[src/rtl/fifo_ctrl_if.sv]
`default_nettype none
// ============================================================================
// Module   : fifo_ctrl_if
// Purpose  : Handshake/status bundle between the FIFO pointer controller and
//            the logic around it (writer, reader, flow control).
// Ports    : none (interface signals only)
//   push_req, pop_req          requests from writer / reader
//   umbral_alto, umbral_bajo   almost-full / almost-empty thresholds
//   wr_ptr, rd_ptr             memory addresses
//   push, pop                  accepted write / read enables to the memory
//   count                      occupancy
//   full, empty                occupancy flags
//   almost_full, almost_empty  threshold flags
//   valid_out                  memory read data valid
//   error                      overflow / underflow indication
// Modports : master (requester side), slave (controller side)
// Revision : 1.0 - initial release
// ============================================================================
interface fifo_ctrl_if #(
  parameter int PTR_L = 3
);
  logic             push_req;
  logic             pop_req;
  logic [PTR_L-1:0] umbral_alto;
  logic [PTR_L-1:0] umbral_bajo;
  logic [PTR_L-1:0] wr_ptr;
  logic [PTR_L-1:0] rd_ptr;
  logic             push;
  logic             pop;
  logic [PTR_L-1:0] count;
  logic             full;
  logic             empty;
  logic             almost_full;
  logic             almost_empty;
  logic             valid_out;
  logic             error;

  modport master (
    output push_req, pop_req, umbral_alto, umbral_bajo,
    input  wr_ptr, rd_ptr, push, pop, count, full, empty,
           almost_full, almost_empty, valid_out, error
  );

  modport slave (
    input  push_req, pop_req, umbral_alto, umbral_bajo,
    output wr_ptr, rd_ptr, push, pop, count, full, empty,
           almost_full, almost_empty, valid_out, error
  );
endinterface : fifo_ctrl_if
`default_nettype wire

[src/rtl/fifo_ctrl.sv]
`default_nettype none
// ============================================================================
// Module   : fifo_ctrl
// Purpose  : Pointer, occupancy and status-flag controller for a FIFO memory.
//            Does not touch the data path.
// Ports    :
//   clk       in   single clock, rising edge
//   reset_L   in   asynchronous active-low reset
//   bus       slave modport of fifo_ctrl_if (requests, thresholds, pointers,
//             memory enables, occupancy and status flags)
// Params   : MEM_SIZE (entries, 2 .. 2^PTR_L-1), PTR_L (pointer/count width)
// Config   : FIFO_CTRL_ERROR_STICKY_EN - when defined, error holds until
//            reset; otherwise error is a one-cycle pulse per offending edge.
// Revision : 1.0 - initial release
// ============================================================================
module fifo_ctrl #(
  parameter int MEM_SIZE = 4,
  parameter int PTR_L    = 3
) (
  input  logic        clk,
  input  logic        reset_L,
  fifo_ctrl_if.slave  bus
);

  localparam logic [PTR_L-1:0] C_LAST_PTR = PTR_L'(MEM_SIZE - 1);
  localparam logic [PTR_L-1:0] C_FULL_CNT = PTR_L'(MEM_SIZE);
  localparam logic [PTR_L-1:0] C_ONE      = PTR_L'(1);

  logic [PTR_L-1:0] wr_ptr_q, wr_ptr_d;
  logic [PTR_L-1:0] rd_ptr_q, rd_ptr_d;
  logic [PTR_L-1:0] count_q,  count_d;
  logic             valid_q,  valid_d;
  logic             error_q,  error_d;

  logic w_full;
  logic w_empty;
  logic w_push_ok;
  logic w_pop_ok;
  logic w_overflow;
  logic w_underflow;

  // Flags come only from the registered count so they settle to their reset
  // values as soon as reset_L falls.
  assign w_full  = (count_q == C_FULL_CNT);
  assign w_empty = (count_q == '0);

  // A push into a full FIFO is fine when a pop frees a slot on the same edge.
  assign w_push_ok   = bus.push_req && (!w_full || bus.pop_req);
  assign w_pop_ok    = bus.pop_req && !w_empty;
  assign w_overflow  = bus.push_req && w_full && !bus.pop_req;
  assign w_underflow = bus.pop_req && w_empty;

  always_comb begin
    wr_ptr_d = wr_ptr_q;
    rd_ptr_d = rd_ptr_q;
    count_d  = count_q;

    if (w_push_ok) begin
      wr_ptr_d = (wr_ptr_q == C_LAST_PTR) ? '0 : wr_ptr_q + C_ONE;
    end
    if (w_pop_ok) begin
      rd_ptr_d = (rd_ptr_q == C_LAST_PTR) ? '0 : rd_ptr_q + C_ONE;
    end

    if (w_push_ok && !w_pop_ok) begin
      count_d = count_q + C_ONE;
    end else if (w_pop_ok && !w_push_ok) begin
      count_d = count_q - C_ONE;
    end

    // Memory registers the read word on the accepting edge; data is valid
    // for exactly the following cycle.
    valid_d = w_pop_ok;

`ifdef FIFO_CTRL_ERROR_STICKY_EN
    error_d = error_q || w_overflow || w_underflow;
`else
    error_d = w_overflow || w_underflow;
`endif
  end

  always_ff @(posedge clk or negedge reset_L) begin
    if (!reset_L) begin
      wr_ptr_q <= '0;
      rd_ptr_q <= '0;
      count_q  <= '0;
      valid_q  <= 1'b0;
      error_q  <= 1'b0;
    end else begin
      wr_ptr_q <= wr_ptr_d;
      rd_ptr_q <= rd_ptr_d;
      count_q  <= count_d;
      valid_q  <= valid_d;
      error_q  <= error_d;
    end
  end

  assign bus.wr_ptr       = wr_ptr_q;
  assign bus.rd_ptr       = rd_ptr_q;
  assign bus.push         = w_push_ok;
  assign bus.pop          = w_pop_ok;
  assign bus.count        = count_q;
  assign bus.full         = w_full;
  assign bus.empty        = w_empty;
  // Thresholds are live inputs; the flags track them within the cycle.
  assign bus.almost_full  = (count_q >= bus.umbral_alto);
  assign bus.almost_empty = (count_q <= bus.umbral_bajo);
  assign bus.valid_out    = valid_q;
  assign bus.error        = error_q;

endmodule : fifo_ctrl
`default_nettype wire

[src/flat_wrapper.sv]
// flat-port wrapper written by rule: the top's interface ports become plain ports
module fifo_ctrl_flat 
#(
  parameter int MEM_SIZE = 4,
  parameter int PTR_L    = 3
)
  (clk, reset_L, bus_push_req, bus_pop_req, bus_umbral_alto, bus_umbral_bajo, bus_wr_ptr, bus_rd_ptr, bus_push, bus_pop, bus_count, bus_full, bus_empty, bus_almost_full, bus_almost_empty, bus_valid_out, bus_error);
  fifo_ctrl_if #(.PTR_L(PTR_L)) bus_i ();
  input  logic clk;
  input  logic reset_L;
  input wire logic [$bits(bus_i.push_req)-1:0] bus_push_req;
  input wire logic [$bits(bus_i.pop_req)-1:0] bus_pop_req;
  input wire logic [$bits(bus_i.umbral_alto)-1:0] bus_umbral_alto;
  input wire logic [$bits(bus_i.umbral_bajo)-1:0] bus_umbral_bajo;
  output wire logic [$bits(bus_i.wr_ptr)-1:0] bus_wr_ptr;
  output wire logic [$bits(bus_i.rd_ptr)-1:0] bus_rd_ptr;
  output wire logic [$bits(bus_i.push)-1:0] bus_push;
  output wire logic [$bits(bus_i.pop)-1:0] bus_pop;
  output wire logic [$bits(bus_i.count)-1:0] bus_count;
  output wire logic [$bits(bus_i.full)-1:0] bus_full;
  output wire logic [$bits(bus_i.empty)-1:0] bus_empty;
  output wire logic [$bits(bus_i.almost_full)-1:0] bus_almost_full;
  output wire logic [$bits(bus_i.almost_empty)-1:0] bus_almost_empty;
  output wire logic [$bits(bus_i.valid_out)-1:0] bus_valid_out;
  output wire logic [$bits(bus_i.error)-1:0] bus_error;
  assign bus_i.push_req = bus_push_req;
  assign bus_i.pop_req = bus_pop_req;
  assign bus_i.umbral_alto = bus_umbral_alto;
  assign bus_i.umbral_bajo = bus_umbral_bajo;
  assign bus_wr_ptr = bus_i.wr_ptr;
  assign bus_rd_ptr = bus_i.rd_ptr;
  assign bus_push = bus_i.push;
  assign bus_pop = bus_i.pop;
  assign bus_count = bus_i.count;
  assign bus_full = bus_i.full;
  assign bus_empty = bus_i.empty;
  assign bus_almost_full = bus_i.almost_full;
  assign bus_almost_empty = bus_i.almost_empty;
  assign bus_valid_out = bus_i.valid_out;
  assign bus_error = bus_i.error;
  fifo_ctrl #(.MEM_SIZE(MEM_SIZE), .PTR_L(PTR_L)) u_core (.clk(clk), .reset_L(reset_L), .bus(bus_i));
endmodule
[config.mk]
export PLATFORM = sky130hd
export DESIGN_NAME = fifo_ctrl_flat
export DESIGN_NICKNAME = d
export VERILOG_FILES = /design/src/rtl/fifo_ctrl_if.sv /design/src/rtl/fifo_ctrl.sv /design/src/flat_wrapper.sv
export SDC_FILE = /design/constraint.sdc
export NUM_CORES = 1
export LEC_CHECK = 0
export ABC_AREA = 1
export CELL_PAD_IN_SITES_DETAIL_PLACEMENT = 1
export CELL_PAD_IN_SITES_GLOBAL_PLACEMENT = 1
export CORE_ASPECT_RATIO = 0.7
export CORE_MARGIN = 5
export CORE_UTILIZATION = 30
export DETAILED_ROUTE_END_ITERATION = 12
export PLACE_DENSITY = 0.84
export SYNTH_ARGS = -nofsm -noshare
export SYNTH_HDL_FRONTEND = slang
export SYNTH_SLANG_ARGS = --single-unit
export TNS_END_PERCENT = 100
[constraint.sdc]
create_clock -name clk -period 2.2 [get_ports clk]
set_input_delay 0.66 -clock clk [delete_from_list [all_inputs] [get_ports clk]]
set_output_delay 0.66 -clock clk [all_outputs]
set_load 0.01 [all_outputs]
==> impl_metrics.csv, run 1 <==
group,metric,value,unit
timing,max_freq,0.460,GHz
cts,cts_root_buffer,"clkbuf_4",
grt,grt_usage,15.1,%
pwr,peakVddDrop,0.000602,V
setup_path,crit_path_start_kind,"input port",
logic_synthesis,syn-num-nets,104,
timing,rsz0062_at_grt,"true",
logic_synthesis,ys_types,19,
routing,drt-met1-wl,970,um
logic_synthesis,synth_seq_cells,11,
setup_path,crit_required,1540,ps
grt,overflow,0,
grt,grt_pass1_vias,808,
timing,clock_skew,4.07,ps
cts,cts_tree,"built",
routing,drc,0,
cts,cts.htree.levels,1,
grt,antenna_found_initial,0,
placement,hpwl,1740,um
final_layout,nets,148,
cts,cts_sinks,11,
final_layout,drive_above_1_share,36.2,%
cts,cts-buffers-inserted,3,
floorplanning,die-area,0.00346,sq mm
placement,io_buffers,26,
logic_synthesis,synth.area.top_cells,"dfrtp_1 (39%), ha_1 (16%), nand2_1 (11%)",
placement,place_area,0.00109,sq mm
grt,grt_max_degree,12,
setup_path,cp-end-kind,"output port",
final_layout,area_growth,66.5,%
routing,antenna_left,0,
setup_path,reg2reg_to,"u_core.bus.count[2]",
routing,highest_layer,"met4",
min_path,min_from,"u_core.bus.rd_ptr[1]",
setup_path,critPathArrivalTime,1510,ps
cts,clkTransAtPathRegs,80,ps
routing,wl_met3,86,um
logic_synthesis,avgSynthCellArea,8.46,sq um
grt,grt_pass1_wl,3820,um
final_layout,design_area,0.00118,sq mm
routing,drt-initial-drc-count,12,
logic_synthesis,yosys_warnings,0,
setup_path,cp_max_fo,1,
floorplanning,ioPinCount,27,
cts,postCtsHoldBufs,0,
routing,wl_per_cell,15.2,um
run_status,status,"finished, final reports clean",
placement,dp_cells,153,
timing,finalSetupTns,0,ps
routing,drt-total-wl,2410,um
setup_path,rr_worst_depth,14,
setup_path,path_cells,"dlygate4sd2_1 > ha_4 > nand3_2 > o211ai_1 > buf_2",
floorplanning,core_area,0.00221,sq mm
timing,min_period,2170,ps
floorplanning,die_y,50.7,um
job,maxCapViolCount,0,
pwr,p_per_area,1370,mW/mm^2
final_layout,n_antenna_cell,0,
setup_path,crit_path_max_incr_delay,270,ps
timing,drv_slew,0,
setup_path,r2r_start,"u_core.bus.count[1]",
min_path,whs_endpoint,"u_core.bus.rd_ptr[1]",
timing,hold_viol_final,0,
cts,insertion_delay,270,ps
logic_synthesis,seq_area_frac_synth,38.7,%
final_layout,fillers,272,
floorplanning,start_util,32.2,%
cts,cts_buffer_depth,2,
logic_synthesis,synthCells,84,
setup_path,reg2reg_slack,100,ps
pwr,cellLeakagePower,0.606,nW
min_path,min_delay_path_depth,2,
timing,slew_headroom,65.3,%
setup_path,slowest_stage,"ha_4",
logic_synthesis,syn_area,711,sq um
placement,gp_congestion,0.731,
floorplanning,die_w,68.2,um
timing,setup_viol,0,
routing,detail_route.first_pass.iterations,4,
final_layout,final_core_util,53.6,%
routing,vias,720,
timing,tightest_slew,518,ps
final_layout,finalNonFillerCells,159,
routing,via_per_inst,4.53,
floorplanning,rows,14,
timing,finalCritPeriodShare,98.8,%
logic_synthesis,synth.largest_area_cell,"dfrtp_1",
routing,dr_wl_met2,1330,um
min_path,hp-class,"reg2reg",
setup_path,path_class,"in2out",
logic_synthesis,synth_top_area_share,38.7,%
## state kept, by name, summed over array words and instances, names as in the netlist
register,flops
u_core.bus.error,1
u_core.bus.count,3
u_core.bus.rd_ptr,3
u_core.bus.valid_out,1
u_core.bus.wr_ptr,3
## report_power, final
part           switching (mW)  leakage, nW  internal [mW]
Clock                  0.0724       0.0150         0.0702
Combinational           0.570        0.455          0.557
Sequential             0.0636        0.136          0.293
Total                   0.706        0.606          0.920
## cells in the final DEF, fill, tap and decap left out, types with 2 or more instances in the layout
cell	synthesis	layout
clkdlybuf4s50_1	0	12
inv_2	1	6
nand3_1	7	6
inv_1	15	10
dlygate4sd2_1	0	6
nand2_2	1	3
dfrtp_1	11	9
nand2_4	2	2
nand4_1	2	2
buf_4	0	11
buf_6	0	2
a21oi_1	5	4
dfrtp_2	0	2
clkbuf_4	0	3
buf_2	0	4
clkbuf_2	0	3
nand2_1	21	19
ha_1	9	4
ha_4	0	5
nand3_2	1	2
## kinds of logic (layout without fill, tap and decap cells)
group,Yosys count,count (layout),share of synthesized area [%]
fa+ha+maj,10,10,18.7
xor+xnor,1,1,1.23
flops,11,11,38.7
simple gates,37,37,26.1
compound gates,9,9,6.87
buf+inv,16,59,8.45
## worst max path at each step
stage | from | end | slack (ps) | cells after the start
finish | bus_umbral_alto[0] | bus_almost_full | 30 | 5
global route | bus_umbral_alto[0] | bus_almost_full | -20 | 5
CTS | bus_umbral_bajo[2] | bus_almost_empty | 7 | 7
detailed placement | bus_umbral_alto[2] | bus_almost_full | -730 | 6
global placement | bus_umbral_bajo[2] | bus_almost_empty | -710 | 7
floorplan | bus_pop_req | u_core.bus.count[2] | 270 | 11
## per-stage QoR
stage                     hold WS (ps)  power, mW  setup WS [ps]
after floorplan                    364      0.849            271
after global placement             483       1.31           -707
after detailed placement           498       1.37           -726
after CTS                          516       1.56           7.14
after global routing               564       1.76          -15.7
final                              524       1.63           25.5
## cells in the mapped netlist
master / instances
nand2_1: 21
nor2_4: 1
a31oi_1: 1
nand3_2: 1
o211ai_1: 1
ha_1: 9
nand3_1: 7
dfrtp_1: 11
o21ai_0: 2
a21oi_1: 5
nor2_1: 1
nor3_1: 1
inv_1: 15
inv_2: 1
nand2_4: 2
nand4_1: 2
nand2_2: 1
xnor2_1: 1
fa_1: 1
## layer usage
layer | up-vias | GRT usage [%]
met3 | 4 | 5.36
li1 | 358 | -
met1 | 344 | 16.5
met2 | 14 | 27.7
met4 | 0 | 2.97
met5 | - | 0
## layout make-up
class | count | area, sq um | area share, %
Timing Repair Buffer | 39 | 325 | 27.5
Multi-Input combinational cell | 57 | 454 | 38.4
Inverter | 16 | 60.1 | 5.07
Sequential cell | 11 | 278 | 23.5
Clock buffer | 4 | 26.3 | 2.22
Tap cell | 32 | 40.0 | 3.38
## worst max-delay path, delay by kind of cell
family / cells / cell delay, ps
compound gates: 1 / 100
fa+ha+maj: 1 / 270
buf+inv: 2 / 420
simple gates: 1 / 60
## timing repair
| item | 4_1_cts | 5_1_grt |
|---|---|---|
| buffers inserted | 2 | 0 |
| gates resized for setup | 39 | 12 |
| endpoints found under the hold margin | 0 | 0 |
| setup endpoints to repair | 7 | 3 |
| pin swaps | 7 | 5 |
Power figures use the tool's default switching activity.
==> inputs of run 2 (changes only) <==
Settings changed: CORE_ASPECT_RATIO 0.7 to 0.75.
==> run 2 against run 1 <==
  * Clock skew is 7.9 ps higher
  * Sequential power hardly changed
  * Cell count is 2.5% higher
  * First-iteration DRC count is 8.3% higher
  * Clock power is 3% higher
  * Non-clock buffer count is 2 higher
  * Critical path depth stayed put
  * Die area is 0.16% lower
  * Core utilization is 1.6 points lower
  * Via count is 0.14% higher
  * Wire length is 6.8% lower
  * Critical path type is now reg2out
  * Largest power group unchanged
==> impl_metrics.csv, run 2 (same netlist as run 1, synthesis figures left out) <==
group,metric,value,unit
pwr,p_per_area,1370,mW/mm^2
timing,tightest_slew,563,ps
floorplanning,rows,15,
cts,cts_root_buffer,"clkbuf_4",
placement,place_area,0.00110,sq mm
job,maxCapViolCount,0,
final_layout,design_area,0.00119,sq mm
timing,max_freq,0.466,GHz
setup_path,crit_cells,5,
routing,via_per_inst,4.42,
timing,clock_skew,12.0,ps
placement,io_buffers,26,
pwr,cellLeakagePower,0.624,nW
grt,grt_usage,14.8,%
final_layout,nets,150,
grt,grt_max_degree,12,
setup_path,critPathTopFamily,"flip-flops",
cts,clkTransAtPathRegs,80,ps
floorplanning,die_w,66.2,um
final_layout,final_common_cell,"nand2_1",
setup_path,rr_worst_depth,11,
setup_path,crit_path_max_incr_delay,420,ps
floorplanning,start_util,31.0,%
timing,drv_slew,0,
placement,gp_congestion,0.759,
final_layout,drive_above_1_share,36.4,%
cts,cts_sinks,11,
floorplanning,die-area,0.00345,sq mm
timing,min_period,2150,ps
setup_path,path_class,"reg2out",
routing,antenna_left,0,
run_status,status,"finished, final reports clean",
final_layout,fillers,287,
setup_path,cp-end-kind,"output port",
routing,detail_route.first_pass.iterations,4,
timing,slew_headroom,62.3,%
floorplanning,core_area,0.00229,sq mm
setup_path,crit_end,"bus_almost_full",
cts,insertion_delay,280,ps
floorplanning,ioPinCount,27,
setup_path,crit_path_start_kind,"register",
routing,vias,721,
setup_path,slowest_stage,"dfrtp_2",
grt,grt_pass1_wl,3730,um
pwr,peakVddDrop,0.000655,V
routing,wl_per_cell,13.8,um
setup_path,reg2reg_to,"u_core.bus.count[1]",
cts,cts-buffers-inserted,3,
final_layout,layout_common_cells,"nand2_1 (19), buf_4 (13), clkdlybuf4s50_1 (12)",
routing,drt-total-wl,2250,um
timing,hold_viol_final,0,
final_layout,n_antenna_cell,0,
grt,overflow,0,
pwr,p_total,1.64,mW
setup_path,worstSetupStartpoint,"u_core.bus.count[1]",
routing,drc,0,
setup_path,critPathArrivalTime,1490,ps
timing,setup_viol,0,
setup_path,path_buf_inv,2,
setup_path,cp_max_fo,3,
routing,drt-initial-drc-count,13,
cts,cts_buffer_depth,2,
floorplanning,die_y,52.2,um
cts,cts.htree.levels,1,
final_layout,area_growth,67.6,%
placement,hpwl,1740,um
timing,rsz0062_at_grt,"true",
cts,cts_tree,"built",
min_path,hp-class,"reg2reg",
grt,antenna_found_initial,0,
setup_path,path_cells,"buf_6 > ha_4 > nand2_2 > o211ai_1 > buf_2",
timing,finalCritPeriodShare,97.5,%
setup_path,reg2reg_slack,180,ps
setup_path,r2r_start,"u_core.bus.count[1]",
grt,grt_pass1_vias,790,
setup_path,crit_required,1540,ps
run 2: cell types whose count changed in the layout (fill, tap and decap cells not counted), sizes merged:
cell          before  now
dlygate4sd2        6    5
clkbuf             7    8
dlymetal6s2s       1    2
buf               17   18
run 2: how the worst min path moves through the flow:
stage,startpoint,end,depth (start not counted)
floorplan,reset_L,u_core.bus.count[0],0
global placement,u_core.bus.wr_ptr[2],u_core.bus.wr_ptr[2],2
detailed placement,u_core.bus.wr_ptr[2],u_core.bus.wr_ptr[2],2
CTS,u_core.bus.wr_ptr[2],u_core.bus.wr_ptr[2],2
global route,u_core.bus.wr_ptr[2],u_core.bus.wr_ptr[2],2
finish,u_core.bus.wr_ptr[2],u_core.bus.wr_ptr[2],2
run 2: worst register-to-register path, cell delays in order (launching register included):
cell and delay, ps:
dfrtp_2 420, buf_4 160, nor2_4 130, nand3_2 100
nand2_2 70, inv_1 50, buf_4 120, ha_1 190
inv_1 100, fa_2 430, nand2_1 80, nand2_1 50
run 2: cell type report:
cell class / count / area [sq um] / area share, %
repair buffers: 41 / 344 / 28.9
multi-input cells: 57 / 440 / 37.0
well taps: 34 / 42.5 / 3.57
inverters: 16 / 60.1 / 5.04
clock buffers: 4 / 26.3 / 2.21
flip-flops and latches: 11 / 278 / 23.3
run 2: metrics by stage:
stage	hold slack, ps	util [%]	instances	TNS, ps	worst slack [ps]
3_5_place_dp	482	47.9	155	-3180	-774
2_1_floorplan	364	-	84	0	271
6_report	496	52.0	163	0	54.7
4_1_cts	501	50.8	161	-132	-132
3_3_place_gp	485	47.9	155	-2730	-680
5_1_grt	515	52.0	163	-17.9	-16.1
run 2: what timing repair did:
action	in CTS	in global routing
buffers inserted	2	2
resized for setup	33	17
pin swaps	7	8
endpoints found under the setup margin	8	4
hold buffers	0	0
run 2: power by group:
part / total (mW) / switching, mW / internal [mW]
Combinational: 1.13 / 0.558 / 0.574
Sequential: 0.357 / 0.0647 / 0.293
Clock: 0.147 / 0.0770 / 0.0705
Total: 1.64 / 0.700 / 0.937
run 2: layer usage:
metal / wire (um) / GRT usage (%) / up-vias / share of wire [%]
met5: 0 / 0 / - / 0
met4: 24 / 4.05 / 0 / 1.1
met3: 83 / 5.40 / 5 / 3.7
met2: 1160 / 27.2 / 10 / 52
met1: 978 / 16.0 / 342 / 43
li1: - / - / 364 / -
